$ cat src/rtl/router_fsm.sv
// Packet-reception controller for the 1x3 router: decodes the header address,
// then sequences the register/synchronizer strobes through load, stall and parity phases.
module router_fsm (
    input  logic       clock,
    input  logic       resetn,
    input  logic       pkt_valid,
    input  logic [1:0] data_in,
    input  logic       fifo_full,
    input  logic       fifo_empty_0,
    input  logic       fifo_empty_1,
    input  logic       fifo_empty_2,
    input  logic       soft_reset_0,
    input  logic       soft_reset_1,
    input  logic       soft_reset_2,
    input  logic       parity_done,
    input  logic       low_pkt_valid,
    output logic       detect_add,
    output logic       lfd_state,
    output logic       ld_state,
    output logic       laf_state,
    output logic       full_state,
    output logic       write_enb_reg,
    output logic       rst_int_reg,
    output logic       busy
);

    // state              | meaning
    // DECODE_ADDRESS     | idle, waiting for a header byte with a valid address
    // LOAD_FIRST_DATA    | header byte written to the destination FIFO
    // LOAD_DATA          | payload bytes streaming into the FIFO
    // LOAD_PARITY        | parity byte written
    // FIFO_FULL_STATE    | destination full, input held
    // LOAD_AFTER_FULL    | byte held during the stall is written
    // WAIT_TILL_EMPTY    | destination FIFO still draining a previous packet
    // CHECK_PARITY_ERROR | parity comparison, internal flags cleared
    typedef enum logic [2:0] {
        DECODE_ADDRESS     = 3'd0,
        LOAD_FIRST_DATA    = 3'd1,
        LOAD_DATA          = 3'd2,
        LOAD_PARITY        = 3'd3,
        FIFO_FULL_STATE    = 3'd4,
        LOAD_AFTER_FULL    = 3'd5,
        WAIT_TILL_EMPTY    = 3'd6,
        CHECK_PARITY_ERROR = 3'd7
    } state_t;

    state_t     state, state_next;
    logic [1:0] addr_reg;
    logic [1:0] empty_idx;
    logic       sel_empty;
    logic       sel_soft;

    always_ff @(posedge clock) begin
        if (!resetn) begin
            state    <= DECODE_ADDRESS;
            addr_reg <= 2'd0;
        end else begin
            state <= state_next;
            if (state == DECODE_ADDRESS && pkt_valid)
                addr_reg <= data_in;
        end
    end

    // The header byte is still on data_in while decoding, so look ahead at its FIFO.
    assign empty_idx = (state == DECODE_ADDRESS) ? data_in : addr_reg;

    always_comb begin
        sel_empty = 1'b0;
        case (empty_idx)
            2'd0:    sel_empty = fifo_empty_0;
            2'd1:    sel_empty = fifo_empty_1;
            2'd2:    sel_empty = fifo_empty_2;
            default: sel_empty = 1'b0;
        endcase
    end

    always_comb begin
        sel_soft = 1'b0;
        case (addr_reg)
            2'd0:    sel_soft = soft_reset_0;
            2'd1:    sel_soft = soft_reset_1;
            2'd2:    sel_soft = soft_reset_2;
            default: sel_soft = 1'b0;
        endcase
    end

    always_comb begin
        state_next = state;
        if (sel_soft && state != DECODE_ADDRESS) begin
            state_next = DECODE_ADDRESS;
        end else begin
            case (state)
                DECODE_ADDRESS: begin
                    if (pkt_valid && data_in != 2'd3)
                        state_next = sel_empty ? LOAD_FIRST_DATA : WAIT_TILL_EMPTY;
                end
                WAIT_TILL_EMPTY: begin
                    if (sel_empty)
                        state_next = LOAD_FIRST_DATA;
                end
                LOAD_FIRST_DATA: state_next = LOAD_DATA;
                LOAD_DATA: begin
                    if (fifo_full)
                        state_next = FIFO_FULL_STATE;
                    else if (!pkt_valid)
                        state_next = LOAD_PARITY;
                end
                FIFO_FULL_STATE: begin
                    if (!fifo_full)
                        state_next = LOAD_AFTER_FULL;
                end
                LOAD_AFTER_FULL: begin
                    if (parity_done)
                        state_next = DECODE_ADDRESS;
                    else if (low_pkt_valid)
                        state_next = LOAD_PARITY;
                    else
                        state_next = LOAD_DATA;
                end
                LOAD_PARITY: state_next = CHECK_PARITY_ERROR;
                CHECK_PARITY_ERROR: begin
                    state_next = fifo_full ? FIFO_FULL_STATE : DECODE_ADDRESS;
                end
                default: state_next = DECODE_ADDRESS;
            endcase
        end
    end

    always_comb begin
        detect_add    = 1'b0;
        lfd_state     = 1'b0;
        ld_state      = 1'b0;
        laf_state     = 1'b0;
        full_state    = 1'b0;
        write_enb_reg = 1'b0;
        rst_int_reg   = 1'b0;
        busy          = 1'b0;
        case (state)
            DECODE_ADDRESS:     detect_add = 1'b1;
            LOAD_FIRST_DATA:    begin lfd_state = 1'b1; busy = 1'b1; end
            LOAD_DATA:          begin ld_state = 1'b1; write_enb_reg = 1'b1; end
            LOAD_PARITY:        begin write_enb_reg = 1'b1; busy = 1'b1; end
            FIFO_FULL_STATE:    begin full_state = 1'b1; busy = 1'b1; end
            LOAD_AFTER_FULL:    begin laf_state = 1'b1; write_enb_reg = 1'b1; busy = 1'b1; end
            WAIT_TILL_EMPTY:    busy = 1'b1;
            CHECK_PARITY_ERROR: begin rst_int_reg = 1'b1; busy = 1'b1; end
            default: ;
        endcase
    end

endmodule

$ cat config.mk
export PLATFORM = sky130hd
export DESIGN_NAME = router_fsm
export DESIGN_NICKNAME = d
export VERILOG_FILES = /design/src/rtl/router_fsm.sv
export SDC_FILE = /design/constraint.sdc
export NUM_CORES = 1
export LEC_CHECK = 0
export ABC_AREA = 1
export CAP_MARGIN = 10
export CORE_AREA = 3 3 40 42
export DETAILED_ROUTE_END_ITERATION = 10
export DIE_AREA = 0 0 43 45
export DONT_BUFFER_PORTS = 1
export PLACE_DENSITY = 0.59
export SLEW_MARGIN = 5
export SYNTH_ARGS = -nofsm -noshare
export SYNTH_HDL_FRONTEND = slang
export SYNTH_SLANG_ARGS = --single-unit
$ cat constraint.sdc
create_clock -name clock -period 1.6 [get_ports clock]
set_clock_uncertainty 0.1 [all_clocks]
set_input_delay 0.48 -clock clock [delete_from_list [all_inputs] [get_ports clock]]
set_output_delay 0.48 -clock clock [all_outputs]
set_load 0.05 [all_outputs]
---- After elaboration in Yosys (flattened, before gate mapping) ----
Cells that the tools add are included.
storage, ports and cells
  output and inout bits ................... 8
  flip-flop bits (word level) ............. 5
  logic and storage cells ................. 51
  input port bits ......................... 14
operators by class
  bitwise logic cells ..................... 1
  muxes and demuxes ....................... 21
  reductions and logical operators ........ 11
  eq/ne operators ......................... 16
operators with widths
  kind                                                   count
  case mux 3 bit (8 select lines)                        1
  two-way mux 3 bit                                      7
  == test 3 bit, second input constant                   4
  two-way mux 1 bit                                      9
  == test 3 x 2 -> 1 bit, second input constant          2
  inequality test 2 bit, second input constant           3
  case mux 1 bit (3 select lines)                        2
  OR reduction 6 bit                                     1
  == test 2 x 1 -> 1 bit, second input constant          2
  == test 2 bit, second input constant                   2
  logical NOT 2 bit                                      2
  two-way mux 2 bit                                      2
  AND reduction 4 bit                                    1
  == test 3 x 1 -> 1 bit, second input constant          1
  logical AND 1 bit                                      3
  logical NOT 3 bit                                      1
  inequality test 3 bit, second input constant           1
  nonzero test 3 bit                                     1
  OR reduction 3 bit                                     1
  inequality test 2 x 1 -> 1 bit, second input constant  1
  OR reduction 2 bit                                     1
  NOT 1 bit                                              1

---- Longest topological paths before layout ----
Gate-level depths: netlist of run 1.
  word-level depth ........................ 7
  mapped depth ............................ 10
  depth with buffers taken out ............ 10

---- Worst setup path after synthesis of run 1 ----
OpenSTA, ideal clock, no wires.
  kind .................................... register -> output
  from .................................... reg state[2]
  to ...................................... out ld_state
  path buffers ............................ 0
  stages on the path, launching flop included .. 4
  arrival ................................. 1638 ps
  data required time ...................... 1020 ps
  slack ................................... -618 ps
  cells stage by stage .................... dfxtp_1 inv_2 nand2_1 nor2_1
on the way
  cells in the longest elaborated chain, start to end .. 2
ends and longest elaborated chain
  item                    RTL line  RTL
  from (decl)             47        state_t state, state_next;
  from (signal assigned)  58        state <= state_next;
  == test 3 x 2 -> 1 bit  138       case (state)
  two-way mux 1 bit       138
  to (decl)               19        output logic ld_state,
No other way between the ends.

---- Worst setup path in the final report of run 1 ----
  from .................................... reg state[1]
  to ...................................... out full_state
on the way
  cells in the longest elaborated chain, start to end .. 2
ends and longest elaborated chain
  item               RTL line  RTL
  == test 3 bit      138
  two-way mux 1 bit  138
  to (decl)          21        output logic full_state,
No other way between the ends.

==> results.yml, run 1 <==
setup_path:
  data_required_time_of_the_critical_path_ps: 1020
  timing.rr.start: "state[1]"
  reg2regPathDepth: 9
  end_kind: "output port"
  timing.critical_path.fanout_max: 4
  regToRegEndpoint: "state[2]"
  cp-startpoint: "state[1]"
  cp_data_arrival_time_ps: 1100
  worst_setup_path_endpoint: "full_state"
  worst-r2r-setup-slack_ps: 20
  setup.worst_path.start_class: "flip-flop"
  setup.worst_path.class: "reg -> out"
logic_synthesis:
  dominantRegCellSynth: "dfxtp_1"
  yosys.area.top_type_share: 0.200
  number_of_enable_type_register_cells_in_the_synthesized_netlist: 0
  yosysMostFrequentCell: "nand2_1"
  dominant_combinational_cell_family_by_area_after_synthesis: "simple AND/OR/NAND/NOR gates"
  synth.yosys.warnings: 0
  synth_compound_gate_area_share: 0.127
  synthAdderAreaFrac: 0
  yosysUniqueCellTypes: 20
  post_synth_inst_count: 84
  post_synthesis_area_per_instance_um2: 5.97
  syn-cell-area_um2: 502
  synthesis.nets: 98
  synth_top_cells_by_count: "18 x nand2_1, 15 x nand3_1, 12 x inv_1"
  yosys-mux-area-fraction: 0
  synth_seq_cells: 5
  yosys.area_share.xor_xnor: 0
  synth_top_cells_by_area: "dfxtp_1 20%, nand3_1 15%, nand2_1 13%"
  synth_top_cell_by_area: "dfxtp_1"
  synth.yosys.seq_area_share: 0.200
  area_fraction_in_and_or_nand_and_nor_cells_after_synthesis: 0.576
  ys_async_sr_fraction: 0
final_layout:
  layout.cell_area.non_filler_um2: 853
  fin_cells: 119
  design.final.nets: 119
  area_growth_pct: 70.1
  n_antenna_cell: 0
  post-route-util: 0.664
  final_layout_size_suffix_gt1_frac: 0.510
  largest_reg_flops: 3
clocking:
  root_buffer: "clkbuf_4"
  cts-root-to-sink-buffers: 2
  cts-buffers-inserted: 3
  cts_max_level: 1
  tritoncts_clock_tree: "built"
  clkSlewWorstSetupHoldPaths_ps: 40
  clock_sinks: 5
  cts_hold_repair.buffers: 0
  clock_latency_ps: 240
global_routing:
  grt_overflow_total: 0
  first_global_vias: 573
  initial_antenna_violation_count: 0
  grt_first_pass_wirelength_um: 2370
  pin_count_of_the_biggest_net_entering_global_routing: 9
  grt_usage: 0.166
run:
  max_cap_viols: 0
power_and_ir_drop:
  power.ir.vdd_worst_mv: 0.944
  total_power_mw: 1.78
  p_per_area_mw_per_mm2: 2090
  power.static_leakage_nw: 0.387
sta:
  worst_margin_slew_ps: 339
  fin_crit_ps: 1680
  report.final.hold_viol_count: 0
  timing.max_slew.rel_slack: 0.773
  setup-violations-final: 7
  post-route-worst-setup-slack_ps: -75.7
  final-max-slew-violation-count: 0
  achievable-frequency_mhz: 597
  fin_crit_sh: 1.05
  rsz_0062_raised_after_global_routing: "true"
floorplan:
  die_h_um: 45
  boundaryPins: 22
  fp.coreArea_mm2: 0.00128
  initial_utilization: 0.390
  std_cell_rows: 13
  die-width_um: 43
  fp.dieArea_mm2: 0.00194
placed_design:
  pre_cts_ws_ps: 95.2
  gp_congestion: 0.822
  placed_wire_length_estimate_um: 1070
  buffer_ports.inserted: 0
  placed_cells_incl_taps: 108
  detailed_place.area_um2: 689
run_status:
  violations_in_the_final_reports: "setup timing"
  outcome: "complete, but fails checks"
detailed_routing:
  drt_iter0_drc: 14
  via_per_inst: 5.29
  ant_nets: 0
  wl_per_cell_um: 12.1
  num_vias: 629
  detail_route.wirelength_um: 1440
  detailedRoute.firstPassIterationCount: 4
  post-route-drc-count: 0
worst_hold_path:
  worst_hold_path.num_cells: 2
  worstHoldPathType: "in -> reg"
worst min path at each step:
stage / start / endpoint
after floorplan: addr_reg[0] / addr_reg[0]
after global placement: addr_reg[0] / addr_reg[0]
after detailed placement: addr_reg[0] / addr_reg[0]
after CTS: data_in[0] / addr_reg[0]
after global routing: data_in[0] / addr_reg[0]
final: data_in[0] / addr_reg[0]
worst max-delay path, stage by stage (launching register included):
cell,delay [ps]
dfxtp_4,370
nor2_4,160
nand2_2,100
clkinvlp_4,90
buf_8,140
stage by stage:
stage,TNS (ps),hold WS (ps)
floorplan,-95.6,406
global placement,0,450
detailed placement,0,442
CTS,-384,314
global route,-836,331
finish,-301,328
layout make-up:
cell class	instances	area [um^2]
timing repair buffer	16	198
inverter	13	65.1
tap	15	18.8
clock buffer	4	26.3
fill	119	432
multi-input combinational	66	437
sequential	5	109
layer usage:
layer / GRT usage / share of wire / up-vias
li1: - / - / 316
met1: 0.214 / 0.41 / 287
met2: 0.246 / 0.49 / 22
met3: 0.0279 / 0.075 / 4
met4: 0.127 / 0.022 / 0
met5: 0 / 0 / -
power breakdown:
group	switching [mW]	leakage (nW)	internal, mW	total, mW
Clock	0.0462	0.0150	0.0939	0.140
Sequential	0.0656	0.0430	0.177	0.242
Combinational	0.827	0.329	0.575	1.40
Total	0.939	0.387	0.846	1.78
cells in the final DEF, fill, tap and decap left out, drive strengths merged:
cell type	n
nand2	21
nand3	18
buf	16
inv	12
nor2	11
nor3	5
dfxtp	5
clkbuf	4
a211oi	3
o21ai	3
a21oi	3
clkinvlp	1
a21boi	1
or2	1
cells by family (layout without fill, tap and decap cells):
logic type	Yosys count	in the layout
buf+inv	13	33
compound gates	10	10
flops	5	5
simple gates	56	56
repair_timing:
item                                    in CTS  in global routing
pin swaps                                    4                  5
resized for setup                           15                 11
setup buffers                                6                  1
endpoints found under the setup margin       8                 10
Note: power is estimated with default switching activity, not from simulation.
==> run 2, diff against run 1 <==
SLEW_MARGIN = 25   (was 5)
==> results of run 2 <==
Same layout as run 1: the final DEF is identical, and so are final timing and power.
